### src/rtl/game_pkg.sv
// Shared game-control definitions: state encodings and default tuning constants.
// Combinational definitions only; no latency.
// No flow control; constants consumed by the game sequencer.
`ifndef SCORELEN
`define SCORELEN 12
`endif

package game_pkg;

    typedef enum logic [1:0] {
        ST_IDLE   = 2'd0,
        ST_RUN    = 2'd1,
        ST_PAUSED = 2'd2,
        ST_OVER   = 2'd3
    } game_state_t;

    localparam int SCORE_W_DEF    = `SCORELEN;
    localparam int LEVEL_STEP_DEF = 100;
    localparam int LEVEL_W_DEF    = 3;
    localparam int MAX_LEVEL_DEF  = 7;
    localparam int HOLD_CYC_DEF   = 200;

endpackage

### src/rtl/game_flow_ctrl_btn_sync_edge.sv
// Three-flop synchronizer for a raw asynchronous button with rising-edge detect.
// Rise is valid two edges after the button is first sampled high; one pulse per press.
// No backpressure; a held button produces a single rise.
module btn_sync_edge (
    input  logic clk,
    input  logic rst_n,
    input  logic btn,
    output logic rise
);

    logic s1, s2, s3;

    // Synchronizer chain; s3 keeps the previous synchronized level for edge detect.
    always_ff @(posedge clk or negedge rst_n) begin
        if (!rst_n) begin
            s1 <= 1'b0;
            s2 <= 1'b0;
            s3 <= 1'b0;
        end else begin
            s1 <= btn;
            s2 <= s1;
            s3 <= s2;
        end
    end

    assign rise = s2 & ~s3;

endmodule

### src/rtl/game_flow_ctrl.sv
// Game-state sequencer: buttons/collision -> score-counter controls, high score, speed level.
// State and all outputs update on the clk3 edge after a synchronized button rise or collide.
// No backpressure; button presses arriving while a state ignores them are dropped.
module game_flow_ctrl
    import game_pkg::*;
#(
    parameter int SCORE_W    = `SCORELEN,
    parameter int LEVEL_STEP = LEVEL_STEP_DEF,
    parameter int LEVEL_W    = LEVEL_W_DEF,
    parameter int MAX_LEVEL  = MAX_LEVEL_DEF,
    parameter int HOLD_CYC   = HOLD_CYC_DEF
) (
    input  logic               clk3,
    input  logic               reset,
    input  logic               btn_jump,
    input  logic               btn_pause,
    input  logic               collide,
    input  logic [SCORE_W-1:0] score,
    output logic               start,
    output logic               pause,
    output logic               score_rst_n,
    output logic               game_over,
    output logic [1:0]         state,
    output logic [SCORE_W-1:0] high_score,
    output logic [LEVEL_W-1:0] level
);

    localparam int HOLD_W = (HOLD_CYC > 1) ? $clog2(HOLD_CYC) : 1;

    logic              jump_rise, pause_rise;
    game_state_t       state_q, state_d;
    logic [HOLD_W-1:0] hold_cnt;
    logic              hold_done;
    logic              new_game;
    logic              start_d, pause_d, game_over_d;
    logic [SCORE_W-1:0] prev_score;
    logic              level_hit;

    btn_sync_edge u_jump_sync (
        .clk   (clk3),
        .rst_n (reset),
        .btn   (btn_jump),
        .rise  (jump_rise)
    );

    btn_sync_edge u_pause_sync (
        .clk   (clk3),
        .rst_n (reset),
        .btn   (btn_pause),
        .rise  (pause_rise)
    );

    assign hold_done = (hold_cnt == HOLD_W'(HOLD_CYC - 1));
    assign new_game  = (state_d == ST_RUN) && ((state_q == ST_IDLE) || (state_q == ST_OVER));
    assign level_hit = (score != prev_score) && (score != '0)
                     && ((score % SCORE_W'(LEVEL_STEP)) == '0);
    assign state     = state_q;

    // State register.
    always_ff @(posedge clk3 or negedge reset) begin
        if (!reset) state_q <= ST_IDLE;
        else        state_q <= state_d;
    end

    // Next-state: collision has priority over pause while running.
    always_comb begin
        state_d = state_q;
        unique case (state_q)
            ST_IDLE:   if (jump_rise)              state_d = ST_RUN;
            ST_RUN:    if (collide)                state_d = ST_OVER;
                       else if (pause_rise)        state_d = ST_PAUSED;
            ST_PAUSED: if (pause_rise)             state_d = ST_RUN;
            ST_OVER:   if (jump_rise && hold_done) state_d = ST_RUN;
            default:                               state_d = ST_IDLE;
        endcase
    end

    // Output decode from the next state so registered outputs line up with the state.
    always_comb begin
        start_d     = (state_d == ST_RUN) || (state_d == ST_PAUSED);
        pause_d     = (state_d == ST_PAUSED);
        game_over_d = (state_d == ST_OVER);
    end

    // Registered control outputs; the score clear pulses low on new-game entry only.
    always_ff @(posedge clk3 or negedge reset) begin
        if (!reset) begin
            start       <= 1'b0;
            pause       <= 1'b0;
            game_over   <= 1'b0;
            score_rst_n <= 1'b1;
        end else begin
            start       <= start_d;
            pause       <= pause_d;
            game_over   <= game_over_d;
            score_rst_n <= ~new_game;
        end
    end

    // Hold-off counter: restarts on OVER entry, saturates at HOLD_CYC-1.
    always_ff @(posedge clk3 or negedge reset) begin
        if (!reset) begin
            hold_cnt <= '0;
        end else if ((state_q != ST_OVER) && (state_d == ST_OVER)) begin
            hold_cnt <= '0;
        end else if ((state_q == ST_OVER) && !hold_done) begin
            hold_cnt <= hold_cnt + HOLD_W'(1);
        end
    end

    // High score captured at the end of a running game.
    always_ff @(posedge clk3 or negedge reset) begin
        if (!reset) begin
            high_score <= '0;
        end else if ((state_q == ST_RUN) && (state_d == ST_OVER) && (score > high_score)) begin
            high_score <= score;
        end
    end

    // Speed level: bump on each fresh multiple of LEVEL_STEP while running; cleared per new game.
    always_ff @(posedge clk3 or negedge reset) begin
        if (!reset) begin
            level      <= '0;
            prev_score <= '0;
        end else if (new_game) begin
            level      <= '0;
            prev_score <= '0;
        end else if (state_q == ST_RUN) begin
            prev_score <= score;
            if (level_hit && (level != LEVEL_W'(MAX_LEVEL)))
                level <= level + LEVEL_W'(1);
        end
    end

endmodule

### config.mk
export PLATFORM = sky130hd
export DESIGN_NAME = game_flow_ctrl
export DESIGN_NICKNAME = d
export VERILOG_FILES = /design/src/rtl/game_pkg.sv /design/src/rtl/game_flow_ctrl_btn_sync_edge.sv /design/src/rtl/game_flow_ctrl.sv
export SDC_FILE = /design/constraint.sdc
export NUM_CORES = 1
export LEC_CHECK = 0
export ABC_AREA = 1
export CORE_MARGIN = 8
export CORE_UTILIZATION = 35
export CTS_BUF_LIST = sky130_fd_sc_hd__clkbuf_4
export DETAILED_ROUTE_END_ITERATION = 10
export DONT_BUFFER_PORTS = 1
export PLACE_DENSITY_LB_ADDON = 0.1
export SYNTH_ARGS = -nofsm -noshare
export SYNTH_HDL_FRONTEND = slang
export SYNTH_SLANG_ARGS = --single-unit
### constraint.sdc
create_clock -name clk3 -period 4.65 [get_ports clk3]
set_input_delay 0.6975 -clock clk3 [delete_from_list [all_inputs] [get_ports clk3]]
set_output_delay 0.6975 -clock clk3 [all_outputs]
set_load 0.05 [all_outputs]
==> impl_summary.md <==
Power and ir drop
VDD sags by at most 0.2344 mV. Summed over all cells, the static leakage comes to 1.754 nW. The power density over the cells is 568.8 nW/um2. The overall power is 1.959 mW.

Floorplanning
The vertical die dimension is 112 um. The die outline width is 112 um. 38 I/O pins were placed.

The floorplan step defined a die boundary enclosing 12540 um2. Row generation in the floorplan step produced 35 rows. The core area is 9109 um2.

The initial core utilization is 35.41%.

Timing
The maximum clock skew at final layout is 0.01569 ns. Counting I/O delays and the setup requirement, the final critical path takes 3.294 ns. Headroom to the max-slew limit came out at 59.85%.

The count of endpoints failing hold in the final timing report is 0. The max-slew violation total from the final report came to 0. The final hold slack is 0.1297 ns. The final setup violation count is 0.

The setup TNS after final layout is 0 ns. The fmax is 303.6 MHz. At the pin with the least slew margin, the transition time is 0.6023 ns.

Setup repair after global routing left no endpoint under its margin. The final critical-path share of the clock period is 70.84%.

Final layout
Leaving out fill and tap cells, the most frequent cell in the layout is sky130_fd_sc_hd__nand2_1. The number of nets in the layout is 472. The ratio of cells with drive above 1 in the final layout is 10.14%. The fill cell total of the finished layout is 966.

In the layout the commonest cells are 87 x sky130_fd_sc_hd__nand2_1, 67 x sky130_fd_sc_hd__inv_1, 46 x sky130_fd_sc_hd__dfrtp_1. The final instance area is 3443 um2. The final core area utilization is 37.80%. From synthesis to final layout, the design area changed by 6.749%.

0 antenna diodes ended up in the layout.

Detailed routing
The detailed router placed 2737 vias in this run. The detail route stage leaves a number of antenna-violating nets equal to 0. The DRC violation count after routing is 0. The first routing iteration left 99 violations. The routed wire length per instance is 14.50 um. The total length of routed wires is 7904 um. The first TritonRoute pass finished after 4 iterations. In the routed layout, each cell is associated on average with a via count of 5.022.

Placed design
The HPWL reported at the end of detailed placement is 5910 um. The placement-stage cell area is 3356 um2. Routability-driven placement finished with a final weighted congestion of 0.7806. Input and output buffers added on the ports amount to 0.

Setup path
STA puts the critical path data required time at 4.93 ns. The worst reg-to-reg path cell count is 14. The destination of the worst register-to-register timing path is hold_cnt[7]. The worst setup path is captured at a register. The startpoint identified for the worst register-to-register timing path is state[1].

The critical path is of the register to register type. The critical path launch point type is a register. The data arrival time of the critical path is 3.58 ns. The maximum fanout along the worst path is 6. The worst setup slack for register-to-register paths is 1.36 ns. The most critical setup path has its startpoint at state[1].

Global routing
The total routing resource utilization after global routing is 12.94%. The sum of overflow across all layers after global routing is 0. Global routing used 17.10% of the available met1 tracks. The wire length of the first global-routing pass is 13310 um. After global routing, the most crowded layer is met2. The met2 layer usage reported by global route is 20.92%. The initial antenna violation count is 0. Entering global routing, the biggest net connects 47 pins.

The number of global-route vias before repair is 2598. For met3 alone, demand over resource in global routing was 3.463%.

Min path
The classification of the worst-slack hold path is input pin to async pin.

Clock network
The total of cells resized after clock tree synthesis is 0. Clock tree synthesis inserted a total of 5 buffers. The number of sinks driven by the clock tree is 47. The clock tree synthesis step divided the H-tree into 2 levels. TritonCTS built the clock tree. Clock-pin slew was measured on the worst setup and hold paths at 0.16 ns. CTS placed an instance of sky130_fd_sc_hd__clkbuf_4 at the clock tree root. The clock passes through at most 2 buffers.

The clock latency of the later-clocked register in the worst-skew pair is 0.38 ns.

Synth
Sequential elements use 36.50% of the synthesized area. In this run, synthesis inferred 0 flip-flops with an integrated enable. After synthesis, the mean cell area works out to 7.519 um2. The distinct cell type count of the synthesized netlist is 37.

The count of mapped cells out of synthesis is 429. During synthesis, Yosys emitted a total of 0 warnings. The most frequently used flop master after synthesis is sky130_fd_sc_hd__dfrtp_1. In the synthesized netlist the async set-or-reset flop fraction comes to 100.0%. In this run the cell area of the synthesized design comes to 3226 um2. The total of flip-flops plus latches after synthesis is 47. The number of nets handed over by synthesis was 468.

Job
The tool flagged a number of max-cap violations equal to 0.

Status
The run finished with clean final reports.
==> how the worst max path moves through the flow <==
stage / to / slack [ns] / cells after the start
CTS: hold_cnt[7] / 1.37 / 14
detailed placement: level[1] / 0.98 / 27
global route: level[1] / 1.03 / 27
global placement: level[2] / 1.01 / 29
floorplan: level[1] / 1.44 / 26
finish: hold_cnt[7] / 1.36 / 14
==> through the flow <==
step                cells  setup slack, ns
floorplan             429            1.442
global placement      536            1.013
detailed placement    536           0.9783
CTS                   545            1.375
global route          545            1.030
finish                545            1.356
==> where the power goes <==
group          internal [mW]  total, mW  switching [mW]
Sequential             0.555      0.924           0.369
Combinational          0.300      0.820           0.520
Clock                 0.0615      0.215           0.153
Total                  0.916       1.96            1.04
==> cell families after synthesis <==
kind of cell | count (synthesis) | share of synthesized area, %
buf+inv | 77 | 8.999
simple gates | 198 | 30.33
flops | 47 | 36.50
compound gates | 74 | 12.65
xor+xnor | 11 | 2.987
fa+ha+maj | 22 | 8.534
==> metal layers <==
metal  vias to the layer above  share of wire [%]  wire length [um]
met5                         -                  0                 0
met4                         0               0.46                36
met3                         4                5.8               461
met2                        48                 45              3567
met1                      1261                 49              3838
li1                       1424                  -                 -
==> cell usage after synthesis (2+ instances only) <==
cell | n | area (um2)
sky130_fd_sc_hd__o21ai_1 | 2 | 10.01
sky130_fd_sc_hd__nand2_1 | 87 | 326.6
sky130_fd_sc_hd__xnor2_1 | 3 | 26.28
sky130_fd_sc_hd__a21oi_1 | 22 | 110.1
sky130_fd_sc_hd__clkbuf_1 | 5 | 18.77
sky130_fd_sc_hd__nor2_2 | 2 | 12.51
sky130_fd_sc_hd__xor2_1 | 8 | 70.07
sky130_fd_sc_hd__or2_2 | 4 | 25.02
sky130_fd_sc_hd__nand2_4 | 3 | 33.78
sky130_fd_sc_hd__nor3_1 | 8 | 40.04
sky130_fd_sc_hd__nand4_1 | 15 | 93.84
sky130_fd_sc_hd__nand4_4 | 2 | 42.54
sky130_fd_sc_hd__o21ai_0 | 36 | 180.2
sky130_fd_sc_hd__a31oi_1 | 2 | 12.51
sky130_fd_sc_hd__nand3_2 | 2 | 20.02
sky130_fd_sc_hd__a211oi_1 | 2 | 15.01
sky130_fd_sc_hd__inv_2 | 4 | 15.01
sky130_fd_sc_hd__inv_1 | 67 | 251.5
sky130_fd_sc_hd__ha_1 | 22 | 275.3
sky130_fd_sc_hd__nand2_2 | 12 | 75.07
sky130_fd_sc_hd__nor3b_1 | 3 | 22.52
sky130_fd_sc_hd__dfrtp_1 | 46 | 1151
sky130_fd_sc_hd__o211ai_1 | 5 | 37.54
sky130_fd_sc_hd__nor2_1 | 29 | 108.9
sky130_fd_sc_hd__nand3_1 | 25 | 125.1
sky130_fd_sc_hd__o22ai_1 | 2 | 12.51
==> sequential cells by signal (all words and copies together), names as in the netlist <==
name             cells
pause                1
u_pause_sync.s1      1
prev_score          12
game_over            1
u_jump_sync.s3       1
high_score          12
state                2
u_jump_sync.s2       1
hold_cnt             8
u_pause_sync.s2      1
u_pause_sync.s3      1
u_jump_sync.s1       1
level                3
start                1
score_rst_n          1
==> critical path, stage by stage, from the launching register on <==
cell and delay [ns]:
sky130_fd_sc_hd__dfrtp_1 0.76, sky130_fd_sc_hd__ha_1 0.40, sky130_fd_sc_hd__nand2_1 0.17, sky130_fd_sc_hd__inv_1 0.15, sky130_fd_sc_hd__o21ai_0 0.09, sky130_fd_sc_hd__a21oi_1 0.30
sky130_fd_sc_hd__ha_1 0.32, sky130_fd_sc_hd__inv_1 0.10, sky130_fd_sc_hd__nor2_1 0.28, sky130_fd_sc_hd__nor2_1 0.13, sky130_fd_sc_hd__inv_1 0.08, sky130_fd_sc_hd__and3_1 0.17
sky130_fd_sc_hd__nand2_1 0.08, sky130_fd_sc_hd__o22ai_1 0.12, sky130_fd_sc_hd__a21oi_1 0.06
==> cell type report <==
class / count / area [um2] / area share (%)
inverter: 71 / 266.5 / 7.740
multi-input combinational: 305 / 1758 / 51.05
clock inverter: 3 / 22.52 / 0.6541
tap: 111 / 138.9 / 4.033
clock buffer: 5 / 37.54 / 1.090
sequential: 47 / 1177 / 34.19
timing repair buffer: 3 / 42.54 / 1.235
==> what timing repair did <==
item,in CTS,in global routing
endpoints found under the hold margin,46,0
hold buffers,1,0
buffers inserted,0,0
Power figures use the tool's default switching activity.
